### src/rtl/mem_read_buffer.sv
// mem_read_buffer: gathers four 64-bit rows from data memory into a
// 16-word buffer once all four cores request a load, then hands each core
// the word picked by its own load address as a one-cycle valid pulse.
module mem_read_buffer #(
  parameter int          WORD_W   = 16,
  parameter logic [3:0]  ROW_BASE = 4'b1000,
  parameter int          TIMEOUT  = 8
) (
  input  logic                clk,
  input  logic                RST_N,
  input  logic                MEMRD_1,
  input  logic                MEMRD_2,
  input  logic                MEMRD_3,
  input  logic                MEMRD_4,
  input  logic [3:0]          LOAD_ADD_1,
  input  logic [3:0]          LOAD_ADD_2,
  input  logic [3:0]          LOAD_ADD_3,
  input  logic [3:0]          LOAD_ADD_4,
  output logic [WORD_W-1:0]   DATAOUT_1,
  output logic [WORD_W-1:0]   DATAOUT_2,
  output logic [WORD_W-1:0]   DATAOUT_3,
  output logic [WORD_W-1:0]   DATAOUT_4,
  output logic                RD_VALID_1,
  output logic                RD_VALID_2,
  output logic                RD_VALID_3,
  output logic                RD_VALID_4,
  output logic                MEM_RD_REQ,
  output logic [3:0]          ROW_ADDR,
  input  logic [4*WORD_W-1:0] FROM_DATA_MEM,
  input  logic                MEM_RD_ACK
);

  localparam int ROW_W = 4 * WORD_W;
  localparam int TMO_W = (TIMEOUT > 2) ? $clog2(TIMEOUT) : 1;

  typedef enum logic [2:0] {
    IDLE,
    FETCH,
    RETRY,
    SERVE,
    DONE
  } state_t;

  state_t            state_reg, state_next;
  logic [1:0]        row_cnt_reg, row_cnt_next;
  logic [TMO_W-1:0]  tmo_cnt_reg, tmo_cnt_next;
  logic              req_reg, req_next;
  logic [3:0]        row_addr_reg, row_addr_next;
  logic              rd_valid_reg, rd_valid_next;

  logic [3:0]        memrd_vec;
  logic              all_req;
  logic              any_req;
  logic              capture;
  logic              serve;

  logic [3:0]        load_add_arr [4];
  logic [WORD_W-1:0] buf_word     [16];
  logic [WORD_W-1:0] dout_arr     [4];

  assign memrd_vec = {MEMRD_4, MEMRD_3, MEMRD_2, MEMRD_1};
  assign all_req   = &memrd_vec;
  assign any_req   = |memrd_vec;

  // A row is only written when the fetch is still wanted by every core;
  // an ACK on the same edge as an abort is dropped.
  assign capture = (state_reg == FETCH) && all_req && MEM_RD_ACK;
  assign serve   = (state_reg == SERVE);

  assign load_add_arr[0] = LOAD_ADD_1;
  assign load_add_arr[1] = LOAD_ADD_2;
  assign load_add_arr[2] = LOAD_ADD_3;
  assign load_add_arr[3] = LOAD_ADD_4;

  // FSM and control state register.
  always_ff @(posedge clk or negedge RST_N) begin
    if (!RST_N) begin
      state_reg    <= IDLE;
      row_cnt_reg  <= 2'd0;
      tmo_cnt_reg  <= '0;
      req_reg      <= 1'b0;
      row_addr_reg <= 4'd0;
      rd_valid_reg <= 1'b0;
    end else begin
      state_reg    <= state_next;
      row_cnt_reg  <= row_cnt_next;
      tmo_cnt_reg  <= tmo_cnt_next;
      req_reg      <= req_next;
      row_addr_reg <= row_addr_next;
      rd_valid_reg <= rd_valid_next;
    end
  end

  // Next-state logic: trigger, row sequencing, timeout/retry, abort, serve.
  always_comb begin
    state_next    = state_reg;
    row_cnt_next  = row_cnt_reg;
    tmo_cnt_next  = tmo_cnt_reg;
    req_next      = req_reg;
    row_addr_next = row_addr_reg;
    rd_valid_next = 1'b0;
    case (state_reg)
      IDLE: begin
        if (all_req) begin
          state_next    = FETCH;
          row_cnt_next  = 2'd0;
          tmo_cnt_next  = '0;
          req_next      = 1'b1;
          row_addr_next = ROW_BASE;
        end
      end
      FETCH: begin
        if (!all_req) begin
          state_next = IDLE;
          req_next   = 1'b0;
        end else if (MEM_RD_ACK) begin
          if (row_cnt_reg == 2'd3) begin
            state_next = SERVE;
            req_next   = 1'b0;
          end else begin
            row_cnt_next  = row_cnt_reg + 2'd1;
            row_addr_next = row_addr_reg + 4'd1;
            tmo_cnt_next  = '0;
          end
        end else if (tmo_cnt_reg == TMO_W'(TIMEOUT - 1)) begin
          state_next   = RETRY;
          req_next     = 1'b0;
          tmo_cnt_next = '0;
        end else begin
          tmo_cnt_next = tmo_cnt_reg + TMO_W'(1);
        end
      end
      RETRY: begin
        // One idle cycle with REQ low, then re-issue the same row.
        if (!all_req) begin
          state_next = IDLE;
          req_next   = 1'b0;
        end else begin
          state_next   = FETCH;
          req_next     = 1'b1;
          tmo_cnt_next = '0;
        end
      end
      SERVE: begin
        state_next    = DONE;
        rd_valid_next = 1'b1;
      end
      DONE: begin
        // Wait for every core to drop its request so held levels do not
        // start another fetch.
        if (!any_req) begin
          state_next = IDLE;
        end
      end
      default: begin
        state_next = IDLE;
        req_next   = 1'b0;
      end
    endcase
  end

  // Word buffer: each word captures its slice of the row whose index
  // matches the current row counter. Row MSBs hold the lowest word.
  generate
    for (genvar gi = 0; gi < 16; gi++) begin : gen_word
      logic [WORD_W-1:0] word_reg;

      // Capture this word's slice when its row is acknowledged.
      always_ff @(posedge clk or negedge RST_N) begin
        if (!RST_N) begin
          word_reg <= '0;
        end else if (capture && (row_cnt_reg == 2'(gi / 4))) begin
          word_reg <= FROM_DATA_MEM[ROW_W-1-(gi%4)*WORD_W -: WORD_W];
        end
      end

      assign buf_word[gi] = word_reg;
    end
  endgenerate

  // Per-core output registers: sampled once on the SERVE exit edge, held after.
  generate
    for (genvar gi = 0; gi < 4; gi++) begin : gen_port
      logic [WORD_W-1:0] dout_reg;

      // Load the selected word for this core when serving.
      always_ff @(posedge clk or negedge RST_N) begin
        if (!RST_N) begin
          dout_reg <= '0;
        end else if (serve) begin
          dout_reg <= buf_word[load_add_arr[gi]];
        end
      end

      assign dout_arr[gi] = dout_reg;
    end
  endgenerate

  assign DATAOUT_1  = dout_arr[0];
  assign DATAOUT_2  = dout_arr[1];
  assign DATAOUT_3  = dout_arr[2];
  assign DATAOUT_4  = dout_arr[3];
  assign RD_VALID_1 = rd_valid_reg;
  assign RD_VALID_2 = rd_valid_reg;
  assign RD_VALID_3 = rd_valid_reg;
  assign RD_VALID_4 = rd_valid_reg;
  assign MEM_RD_REQ = req_reg;
  assign ROW_ADDR   = row_addr_reg;

endmodule

### config.mk
export PLATFORM = sky130hd
export DESIGN_NAME = mem_read_buffer
export DESIGN_NICKNAME = d
export VERILOG_FILES = /design/src/rtl/mem_read_buffer.sv
export SDC_FILE = /design/constraint.sdc
export NUM_CORES = 1
export LEC_CHECK = 0
export ABC_AREA = 0
export ABC_CLOCK_PERIOD_IN_PS = 3850
export CAP_MARGIN = 5
export CORE_MARGIN = 4
export CORE_UTILIZATION = 45
export CTS_CLUSTER_DIAMETER = 30
export CTS_CLUSTER_SIZE = 30
export DETAILED_ROUTE_END_ITERATION = 8
export DONT_BUFFER_PORTS = 1
export PLACE_DENSITY = 0.72
export RECOVER_POWER = 50
export SLEW_MARGIN = 40
export SYNTH_ARGS = -nofsm -noshare
export SYNTH_HDL_FRONTEND = slang
export SYNTH_SLANG_ARGS = --single-unit
export TNS_END_PERCENT = 1
### constraint.sdc
create_clock -name clk -period 3.85 [get_ports clk]
set_input_delay 0.1925 -clock clk [delete_from_list [all_inputs] [get_ports clk]]
set_output_delay 0.1925 -clock clk [all_outputs]
set_load 0.1 [all_outputs]
==> out/metrics.yaml <==
clock_tree:
  root_buffer: "clkbuf_16"
  hold_buffers: 97
  htreeDepth: 3
  path_clk_slew_ns: 0.05
  cts_tree: "yes"
  numCtsBuffers: 76
  cts_setup_buffers: 0
  clock_path_buffers: 3
  cts_resized: 0
  clock_latency_ns: 0.60
  cts.sinks: 334
synth:
  postSynth.asyncResetShare: 1.000
  synth_flop_cell: "dfrtp_1"
  yosys.area.top_type: "dfrtp_1"
  synthAdderAreaFrac: 0.004172
  yosys.area_share.simple: 0.01895
  synth_commonest_cells: "dfrtp_1 (334), mux4_2 (219), mux2_2 (204), mux2i_1 (143), mux2_4 (76)"
  synth_top_area_share: 0.3981
  syn_nets: 1475
  synth-compound-area-share: 0.06347
  synth_area_leaders: "dfrtp_1 (40%), mux4_2 (23%), mux2_2 (11%)"
  synth_cells: 1381
  avgSynthCellArea_sq_um: 15.20
  mappedNetlistArea_sq_um: 20990
  synth_enable_flop_cells: 0
  synth_top_family_by_area: "multiplexers"
  synth_warnings: 0
  ys_seq_elements: 334
  synth-xor-area-share: 0
  synth.distinct_cells: 51
  yosysSeqAreaShare: 0.3981
  muxShareOfSynthArea: 0.4706
  synth.most_common_cell: "dfrtp_1"
sta:
  worst_clock_skew_ns: 0.02148
  timing.slew.headroom: 0.3373
  tightestPinTransition_ns: 0.9947
  setup_viol: 0
  grt_setup_unrepaired: "no"
  min_period_ns: 3.000
  whs_ns: -0.7014
  slew_viol_final: 0
  fmax_mhz: 333.4
  period_share: 0.7791
  hold_viol: 334
  setup_tns_ns: 0
cells_and_area:
  largest_reg_flops: 256
  drive_gt1_frac: 0.4636
  syn2layout_area_growth_pct: 17.97
  layout.nets: 1541
  final_util: 0.5411
placement:
  gp_congestion: 0.8217
  dp_hpwl_mm: 35.91
  portBuffers: 0
worst_setup_path:
  cp.arrival_ns: 3.52
  start_kind: "flip-flop"
  slowest_delay_ns: 0.56
  rrSetupSlack_ns: 0.85
  end_kind: "flip-flop"
  crit_type: "flip-flop to flip-flop"
  cp_max_fo: 9
  cp_slowest_cell: "dlygate4sd3_1"
  cp_top_family: "buffers and inverters"
  path_buf_inv: 3
  worstPathCellList: "nand3b_1, inv_1, nand2b_1, buf_4, a211o_1, o21ai_0, dlygate4sd3_1"
  worstPathRequired_ns: 4.37
power_and_ir_drop:
  leakage_nw: 10.82
  powerDensity_nw_per_um2: 447.8
  irDropWorstVdd_uv: 344.9
floorplan:
  pin_count: 160
  die_w_um: 224.0
  fp.dieH_um: 224.0
  core-area_sq_um: 45770
  dieArea_sq_um: 50170
  start_util: 0.4587
  rows: 78
grt:
  antenna_found_initial: 3
  grt_util_all_layers: 0.2649
  grt_overflow_total: 0
  grt_pass1_wl_mm: 99.89
  grt_max_degree: 335
  grt_pass1_vias: 15210
routing:
  routed_wl_mm: 66.49
  wl_per_cell_um: 31.50
  num_vias: 14300
  ant_nets: 0
  dr.pass1.iters: 5
  vias_per_cell: 6.772
  drt_iter0_drc: 1352
  drcViolationCount: 0
run:
  drv_cap: 0
outcome:
  violations: "negative hold slack"
  outcome: "finished, violations left"
worst_hold_path:
  hold_class: "input pin to async pin"
## per-layer routing
metal  track usage  routed length [um]
met5      0.006641                  21
met4        0.1267                3089
met3       0.08728                6822
met2        0.4210               31870
met1        0.3288               24690
## report_power, final
group | switching, mW | total, mW | internal [mW]
Clock | 2.17 | 6.66 | 4.50
Sequential | 0.259 | 3.85 | 3.59
Combinational | 0.230 | 0.577 | 0.348
## cells by family after synthesis
kind of cell,Yosys count
DFF,334
buffers and inverters,136
muxes,645
and+or+nand+nor,65
adders and majority gates,7
AOI/OAI and AO/OA,194
## stage by stage
| step | instance area (sq um) | std cells | hold WS (ns) | setup WS, ns | power, mW |
|---|---|---|---|---|---|
| 2_1_floorplan | 20990 | 1381 | -0.1031 | 2.029 | 4.355 |
| 3_3_place_gp | 21000 | 1871 | -0.08633 | 1.229 | 4.255 |
| 3_5_place_dp | 21130 | 1872 | -0.08425 | 1.107 | 4.273 |
| 4_1_cts | 24820 | 2110 | -0.7153 | 0.9508 | 11.14 |
| 5_1_grt | 24770 | 2110 | -0.7214 | 0.7482 | 11.38 |
| 6_report | 24770 | 2111 | -0.7014 | 0.8503 | 11.09 |
## placed cells by master (no fill, tap or decap), drive strengths merged, types with 2 or more instances in the layout
cell type	instances
dlygate4sd3	89
nand2b	2
ha	7
mux4	222
bufinv	9
a22oi	35
clkinv	14
nor2	8
nor2b	8
nand2	17
mux2	280
a311o	2
clkinvlp	11
a21oi	3
mux2i	143
dfrtp	334
nor4	2
nand3b	5
o21ai	75
buf	27
a31oi	2
nand3	9
and2	7
nor3b	2
clkbuf	99
inv	16
a2111oi	2
a22o	15
a2bb2oi	32
o211ai	20
## worst reg2reg max path: stages, from the launching register on
cell and delay, ns:
dfrtp_1 0.46, nand3b_1 0.28, inv_1 0.37, nand2b_1 0.47, buf_4 0.38, a211o_1 0.28
o21ai_0 0.13, dlygate4sd3_1 0.56
## final cells by class
cell class / instances / area, sq um
Fill cell: 3525 / 21000
Multi-Input combinational cell: 911 / 11710
Sequential cell: 334 / 8404
Clock buffer: 99 / 2111
Timing Repair Buffer: 116 / 1215
Tap cell: 600 / 750.7
Clock inverter: 42 / 541.8
Inverter: 8 / 30.03
Antenna cell: 1 / 2.502
## worst paths after layout
kind | endpoint | cells after the start | startpoint
setup / recovery | DATAOUT_1[13]$_DFFE_PN0P_ | 7 | state_reg[2]$_DFFE_PN0P_
min in group clk | DATAOUT_1[9]$_DFFE_PN0P_ | 3 | LOAD_ADD_1[2]
setup reg to reg | DATAOUT_1[13]$_DFFE_PN0P_ | 7 | state_reg[2]$_DFFE_PN0P_
max in group asynchronous | DATAOUT_2[0]$_DFFE_PN0P_ | 0 | RST_N
hold / removal | DATAOUT_2[11]$_DFFE_PN0P_ | 0 | RST_N
hold reg to reg | tmo_cnt_reg[1]$_DFFE_PN0P_ | 1 | tmo_cnt_reg[1]$_DFFE_PN0P_
Note: power is estimated with default switching activity, not from simulation.
